[config.mk]
export PLATFORM = sky130hd
export DESIGN_NAME = hazard_scoreboard_unit
export DESIGN_NICKNAME = d
export VERILOG_FILES = /design/src/rtl/hazard_scoreboard_unit.sv
export SDC_FILE = /design/constraint.sdc
export NUM_CORES = 1
export LEC_CHECK = 0
export CAP_MARGIN = 30
export CELL_PAD_IN_SITES_DETAIL_PLACEMENT = 0
export CELL_PAD_IN_SITES_GLOBAL_PLACEMENT = 1
export CORE_MARGIN = 4
export CORE_UTILIZATION = 40
export DETAILED_ROUTE_END_ITERATION = 10
export DONT_BUFFER_PORTS = 1
export GPL_ROUTABILITY_DRIVEN = 0
export PLACE_DENSITY_LB_ADDON = 0.1
export SYNTH_ARGS = -nofsm -noshare
export SYNTH_HDL_FRONTEND = slang
export SYNTH_SLANG_ARGS = --single-unit
[constraint.sdc]
create_clock -name clk -period 2.5 [get_ports clk]
set_input_delay 0.625 -clock clk [delete_from_list [all_inputs] [get_ports clk]]
set_output_delay 0.625 -clock clk [all_outputs]
set_load 0.05 [all_outputs]
[src/rtl/hazard_scoreboard_unit.sv]
// Hazard scoreboard for the RV32I pipeline.
// Each register has a countdown of remaining load-use stall cycles. The
// countdown covers load latencies longer than one cycle. Branch flush,
// memory-busy freeze and a saturating stall-cycle counter are also handled here.
// The write enables and bubble/flush controls are combinational, because they
// must react in the same cycle as the EX/ID contents they depend on.
module hazard_scoreboard_unit #(
    parameter int NREG     = 32,
    parameter int REG_W    = 5,
    parameter int LOAD_LAT = 1,
    parameter int CNT_W    = 16
) (
    input  logic             clk,
    input  logic             reset_n,
    input  logic             IDEX_MemRead,
    input  logic [REG_W-1:0] IDEX_RegisterRd,
    input  logic [REG_W-1:0] IFID_RegisterR1,
    input  logic [REG_W-1:0] IFID_RegisterR2,
    input  logic             IFID_UsesR1,
    input  logic             IFID_UsesR2,
    input  logic             BranchTaken,
    input  logic             MemBusy,
    output logic             PCWrite,
    output logic             IFIDWrite,
    output logic             IDEXWrite,
    output logic             Bolha,
    output logic             FlushIFID,
    output logic [CNT_W-1:0] StallCount
);

    localparam int PEND_W = $clog2(LOAD_LAT + 1);
    // The load in EX already causes one stall through the direct compare.
    // The countdown therefore only covers the remaining LOAD_LAT-1 cycles.
    localparam logic [PEND_W-1:0] CAP_VAL  = PEND_W'(LOAD_LAT - 1);
    localparam logic [PEND_W-1:0] PEND_ONE = PEND_W'(1);
    localparam logic [PEND_W-1:0] PEND_ZERO = {PEND_W{1'b0}};

    logic [PEND_W-1:0] pend_r [NREG];
    logic [CNT_W-1:0]  stall_count_r;
    logic              capture_s;
    logic              hazard1_s;
    logic              hazard2_s;
    logic              load_stall_s;
    logic              stall_case_s;

    // The register index is compared against every entry rather than used to
    // index pend_r directly. An index above NREG-1 then reads as not pending.
    // Entry 0 is skipped because x0 never carries a hazard.
    function automatic logic pend_busy(input logic [REG_W-1:0] idx);
        logic busy;
        busy = 1'b0;
        for (int r = 1; r < NREG; r++) begin
            busy = busy | ((idx == REG_W'(r)) && (pend_r[r] != PEND_ZERO));
        end
        return busy;
    endfunction

    function automatic logic operand_hazard(input logic uses, input logic [REG_W-1:0] rs);
        return uses && (rs != {REG_W{1'b0}}) &&
               ((IDEX_MemRead && (IDEX_RegisterRd == rs)) || pend_busy(rs));
    endfunction

    // Hazard detection and the prioritised pipeline control outputs
    always_comb begin
        capture_s    = IDEX_MemRead && (IDEX_RegisterRd != {REG_W{1'b0}});
        hazard1_s    = operand_hazard(IFID_UsesR1, IFID_RegisterR1);
        hazard2_s    = operand_hazard(IFID_UsesR2, IFID_RegisterR2);
        load_stall_s = hazard1_s | hazard2_s;
        stall_case_s = 1'b0;
        PCWrite      = 1'b1;
        IFIDWrite    = 1'b1;
        IDEXWrite    = 1'b1;
        Bolha        = 1'b0;
        FlushIFID    = 1'b0;
        if (!reset_n) begin
            PCWrite   = 1'b0;
            IFIDWrite = 1'b0;
            IDEXWrite = 1'b0;
            Bolha     = 1'b1;
        end else if (MemBusy) begin
            PCWrite   = 1'b0;
            IFIDWrite = 1'b0;
            IDEXWrite = 1'b0;
        end else if (BranchTaken) begin
            // The ID instruction is squashed, so any stall it would need is moot
            Bolha     = 1'b1;
            FlushIFID = 1'b1;
        end else if (load_stall_s) begin
            PCWrite      = 1'b0;
            IFIDWrite    = 1'b0;
            Bolha        = 1'b1;
            stall_case_s = 1'b1;
        end else begin
            stall_case_s = 1'b0;
        end
    end

    // Per-register countdown: a new load captures, other entries decay, MemBusy freezes
    always_ff @(posedge clk or negedge reset_n) begin
        if (!reset_n) begin
            for (int r = 0; r < NREG; r++) begin
                pend_r[r] <= PEND_ZERO;
            end
        end else if (!MemBusy) begin
            for (int r = 0; r < NREG; r++) begin
                if (r == 0) begin
                    pend_r[r] <= PEND_ZERO;
                end else if (capture_s && (IDEX_RegisterRd == REG_W'(r))) begin
                    pend_r[r] <= CAP_VAL;
                end else if (pend_r[r] != PEND_ZERO) begin
                    pend_r[r] <= pend_r[r] - PEND_ONE;
                end else begin
                    pend_r[r] <= pend_r[r];
                end
            end
        end else begin
            for (int r = 0; r < NREG; r++) begin
                pend_r[r] <= pend_r[r];
            end
        end
    end

    // Saturating count of cycles spent in a load-use stall
    always_ff @(posedge clk or negedge reset_n) begin
        if (!reset_n) begin
            stall_count_r <= {CNT_W{1'b0}};
        end else if (stall_case_s && (stall_count_r != {CNT_W{1'b1}})) begin
            stall_count_r <= stall_count_r + CNT_W'(1);
        end else begin
            stall_count_r <= stall_count_r;
        end
    end

    assign StallCount = stall_count_r;

endmodule

==> results of run 1 <==
## stage by stage
step | total power [mW] | setup slack (ps) | instance area, um^2 | util
2_1_floorplan | 0.327 | -66.7 | 1010 | -
3_3_place_gp | 0.339 | 155 | 1170 | 0.508
3_5_place_dp | 0.341 | 112 | 1170 | 0.508
4_1_cts | 0.517 | 108 | 1200 | 0.524
5_1_grt | 0.536 | 54.2 | 1210 | 0.528
6_report | 0.513 | 92.2 | 1210 | 0.528
## cell usage in the layout, fill, tap and decap left out, types with 3 or more instances in the layout
cell type / Yosys / final
xnor2_1: 6 / 6
nor4_1: 7 / 7
inv_1: 3 / 3
nand2_1: 4 / 4
clkbuf_4: 0 / 3
nor3_1: 8 / 8
buf_4: 1 / 18
nand3_1: 8 / 8
xor2_1: 17 / 17
nand4_1: 5 / 5
nor2_1: 4 / 4
dfrtp_1: 16 / 16
## logic make-up after synthesis
kind of cell | synth area share
adders and majority gates | 0.0126
xor gates and xnor gates | 0.203
DFF | 0.403
buffers and inverters | 0.0353
muxes | 0.0113
and+or+nand+nor | 0.282
AOI/OAI and AO/OA | 0.0529
## worst paths after layout
| path | from | end | cells after the start |
|---|---|---|---|
| setup / recovery | IFID_RegisterR1[1] | PCWrite | 5 |
| hold / removal | reset_n | StallCount[15] | 0 |
| setup reg to reg | StallCount[15] | StallCount[1] | 5 |
| hold reg to reg | StallCount[1] | StallCount[1] | 2 |
| max in group asynchronous | reset_n | StallCount[1] | 1 |
| min in group clk | StallCount[1] | StallCount[1] | 2 |
## what timing repair did
action                                  in CTS  in global routing
endpoints found under the setup margin       0                  0
buffers inserted                             0                  0
hold buffers                                 0                  1
endpoints found under the hold margin        0                  9
## power breakdown
part	leakage (nW)	internal [mW]	switching, mW	total, mW
Clock	0.0210	0.0885	0.0854	0.174
Combinational	0.347	0.0272	0.0495	0.0767
Sequential	0.218	0.261	0.00127	0.262
Total	0.586	0.377	0.136	0.513
## final cells by class
cell class	count	area, um^2
fillers	225	1080
clock buffers	4	36.3
flip-flops and latches	16	400
multi-input cells	78	566
well taps	28	35.0
inverters	3	11.3
repair buffers	20	165
## worst max-delay path, stage by stage
cell and delay, ps:
nor4_1 360, nor3_1 80, a21oi_1 190, o32a_4 200, and2_4 330
## layer usage
metal  global-route usage  up-vias  share of wire  wire length [um]
met5                    0        -              0                 0
met4               0.0397        0          0.010                24
met3               0.0535        4          0.060               143
met2                0.242       25           0.45              1070
met1                0.200      404           0.48              1130
li1                     -      402              -                 -
==> flow_summary.yaml, run 1 <==
outcome:
  outcome: "finished clean"
placement:
  placed_cells: 144
  io_buffers: 0
  dp_hpwl_um: 1830
sta:
  setup_viol: 0
  fmax_mhz: 415
  slew_viol_final: 0
  hold_violations: 0
  post-route-period-util: 0.963
  worst-slew-pin-transition_ps: 557
  fin_crit_ps: 2410
  relSlewSlack: 0.628
  rsz0062_at_grt: "no"
  finalClockSkew_ps: 1.82
  fin_tns_setup_ps: 0
  holdWs_ps: 20.5
layout:
  final_nets: 145
  area_growth_pct: 22.2
  instances_no_fill: 149
  drive_gt1_frac: 0.264
  largest_register_ffs: 16
  n_antenna_cell: 0
hold_path:
  holdCritPathClass: "in2async"
grt:
  grt_antenna_before_repair: 0
  grt_remaining_overflow: 0
  grt_use_total: 0.153
  grt_max_degree: 19
  grt_pass1_wl_um: 4110
  grt_pass1_vias: 891
synthesis:
  synth-main-ff-cell: "dfrtp_1"
  mappedNetlistArea_um2: 993
  synth_top_area_frac: 0.403
  ys_seq_elements: 16
  synth_commonest_cells: "xor2_1, dfrtp_1, nand3_1, nor3_1, nor4_1"
  syn-mean-instance-area_um2: 9.93
  synth-edff-count: 0
  yosysTopAreaCell: "dfrtp_1"
  yosysMostFrequentCell: "xor2_1"
  ys_seq_area_frac: 0.403
  synthArstFlopShare: 1.00
  syn-num-nets: 123
  ys_types: 31
  synthCells: 100
  synth-warning-count: 0
  synthTopCellsByArea: "dfrtp_1, xor2_1, xnor2_1"
critical_path:
  endpoint_kind: "output port"
  critical_path_class: "in2out"
  r2r_slack_ps: 440
  cp_data_arrival_time_ps: 1780
  crit_fanout: 2
  critPathRequiredTime_ps: 1880
  cp-start-kind: "input pin"
drt:
  drt_first_pass_iters: 4
  totalWireLength_um: 2370
  wl_per_cell_um: 15.9
  vias_per_cell: 5.60
  drcViolationCount: 0
  dr_total_vias: 835
  ant_nets: 0
  drt_iter0_markers: 25
die:
  die_x_um: 57.8
  fp.dieH_um: 57.8
  num_rows: 17
  core_area_um2: 2300
  initial_utilization: 0.432
  dieArea_um2: 3340
  io_pins: 43
clock_network:
  clkSinkCount: 16
  clk_pin_slew_ps: 100
  htree_levels: 1
  clockBufferDepth: 2
  cts_resized: 0
  cts_root_buffer: "clkbuf_4"
  cts_buffers: 3
  clk_latency_ps: 280
  cts_tree: "built"
run:
  maxCapViolCount: 0
power:
  power.density_nw_per_um2: 423
  p_leak_nw: 0.586
  ir_drop_uv: 211
Power figures use the tool's default switching activity.
==> run 2, diff against run 1 <==
--- a/config.mk
+++ b/config.mk
@@ -14,6 +14,7 @@
 export DONT_BUFFER_PORTS = 1
 export GPL_ROUTABILITY_DRIVEN = 0
 export PLACE_DENSITY_LB_ADDON = 0.1
+export SETUP_SLACK_MARGIN = 0.3
 export SYNTH_ARGS = -nofsm -noshare
 export SYNTH_HDL_FRONTEND = slang
 export SYNTH_SLANG_ARGS = --single-unit
==> constraint.sdc (replaced) <==
create_clock -name clk -period 2.1 [get_ports clk]
set_input_delay 0.525 -clock clk [delete_from_list [all_inputs] [get_ports clk]]
set_output_delay 0.525 -clock clk [all_outputs]
set_load 0.05 [all_outputs]
==> run 2 against run 1 <==
  * The run now ends with negative setup slack left
  * Sequential share of layout area is 4.6 points lower
  * Total power is 24% higher
  * Clock skew is 1.6 ps higher
  * Final area is 19% higher
  * Highest routed layer unchanged
==> flow_summary.yaml, run 2 (synthesized netlist as in run 1, its figures left out) <==
sta:
  setup_slack_ps: -65.6
  post-route-period-util: 1.03
  fin_crit_ps: 2170
  worst-slew-pin-transition_ps: 741
  relSlewSlack: 0.504
  fmax_mhz: 462
  rsz0062_at_grt: "yes"
  holdWs_ps: 574
  finalClockSkew_ps: 3.46
  slew_viol_final: 0
  setup_viol: 2
  hold_violations: 0
clock_network:
  clk_pin_slew_ps: 100
  clockBufferDepth: 2
  clkSinkCount: 16
  cts_tree: "built"
  cts_buffers: 3
  cts_root_buffer: "clkbuf_4"
  htree_levels: 1
  post_cts_buffers: 0
  clk_latency_ps: 290
placement:
  dp_hpwl_um: 1810
  dp_slack_ps: -68.7
  io_buffers: 0
power:
  power.density_nw_per_um2: 439
  p_leak_nw: 0.676
  design_power_total_mw: 0.636
  ir_drop_uv: 338
drt:
  drt_iter0_markers: 19
  totalWireLength_um: 2700
  drcViolationCount: 0
  dr_total_vias: 869
  vias_per_cell: 5.64
  wl_per_cell_um: 17.5
  drt_first_pass_iters: 4
  ant_nets: 0
die:
  initial_utilization: 0.432
  core_area_um2: 2300
  num_rows: 17
  io_pins: 43
  fp.dieH_um: 57.8
  die_x_um: 57.8
  dieArea_um2: 3340
run:
  maxCapViolCount: 0
layout:
  area_growth_pct: 45.8
  drive_gt1_frac: 0.508
  seqCellArea_um2: 412
  n_antenna_cell: 0
  final_util: 0.631
  largest_register_ffs: 16
  final_common_cell: "buf_4"
  multiInputGateArea_um2: 731
  mostFrequentLayoutCells: "buf_4, xor2_1, dfrtp_2"
  final_nets: 150
  nFillCells: 183
critical_path:
  endpoint_kind: "output port"
  crit_fanout: 2
  cp-start-kind: "input pin"
  cp_data_arrival_time_ps: 1640
  critPathRequiredTime_ps: 1570
  critical_path_class: "in2out"
outcome:
  outcome: "finished, violations left"
  violations: "negative setup slack"
grt:
  grt_pass1_vias: 1003
  grt_max_degree: 17
  grt_remaining_overflow: 0
  grt_pass1_wl_um: 4220
  grt_antenna_before_repair: 0
  grt_use_total: 0.161
hold_path:
  holdCritPathClass: "in2reg"
==> run 2: cell count changes in the layout (fill, tap and decap cells not counted), moves of 2 or more <==
| cell | change |
|---|---|
| buf_12 | +2 |
| nor2_1 | -2 |
| nor3_1 | -5 |
| nor4_4 | +6 |
| nor3_2 | +5 |
| dfrtp_2 | +9 |
| dfrtp_1 | -9 |
| nor4_1 | -6 |
==> run 2: stage by stage <==
| stage | area [um^2] | cells | setup TNS, ps |
|---|---|---|---|
| 2_1_floorplan | 1030 | 100 | -418 |
| 4_1_cts | 1320 | 153 | -96.1 |
| 5_1_grt | 1450 | 154 | -228 |
| 3_5_place_dp | 1240 | 148 | -325 |
| 3_3_place_gp | 1240 | 148 | -263 |
| 6_report | 1450 | 154 | -131 |
==> run 2: path summary, 6_finish.rpt <==
path	startpoint	endpoint	slack, ps	cells past startpoint
setup / recovery	IFID_RegisterR1[3]	IFIDWrite	-70	6
hold / removal	MemBusy	StallCount[12]	570	4
setup reg to reg	StallCount[4]	StallCount[7]	360	7
hold reg to reg	StallCount[1]	StallCount[1]	640	2
max in group asynchronous	reset_n	StallCount[0]	860	1
min in group asynchronous	reset_n	StallCount[5]	730	1
==> run 2: critical path: stages <==
cell	delay (ps)
xor2_2	160
nor3_2	160
nand4_1	130
o32a_4	330
and2_4	180
buf_12	140
==> run 2: final cells by class <==
type / instances / area share
Multi-Input combinational cell: 79 / 0.504
Tap cell: 28 / 0.0242
Clock buffer: 4 / 0.0250
Sequential cell: 16 / 0.284
Inverter: 3 / 0.00777
Timing Repair Buffer: 24 / 0.155
==> run 2: where the power goes <==
group | switching [mW] | internal (mW)
Sequential | 0.00200 | 0.311
Clock | 0.102 | 0.106
Combinational | 0.0694 | 0.0451
==> run 2: per-layer routing <==
layer | GRT usage | routed length [um] | share of wire
met1 | 0.179 | 1060 | 0.39
met2 | 0.274 | 1340 | 0.50
met3 | 0.0512 | 223 | 0.083
met4 | 0.0795 | 72 | 0.027
met5 | 0 | 0 | 0
==> run 2: what timing repair did <==
item,4_1_cts,5_1_grt
resized for setup,7,20
gates cloned,0,1
hold buffers,1,0
hold endpoints to repair,16,0
pin swaps,4,6
setup endpoints to repair,13,16
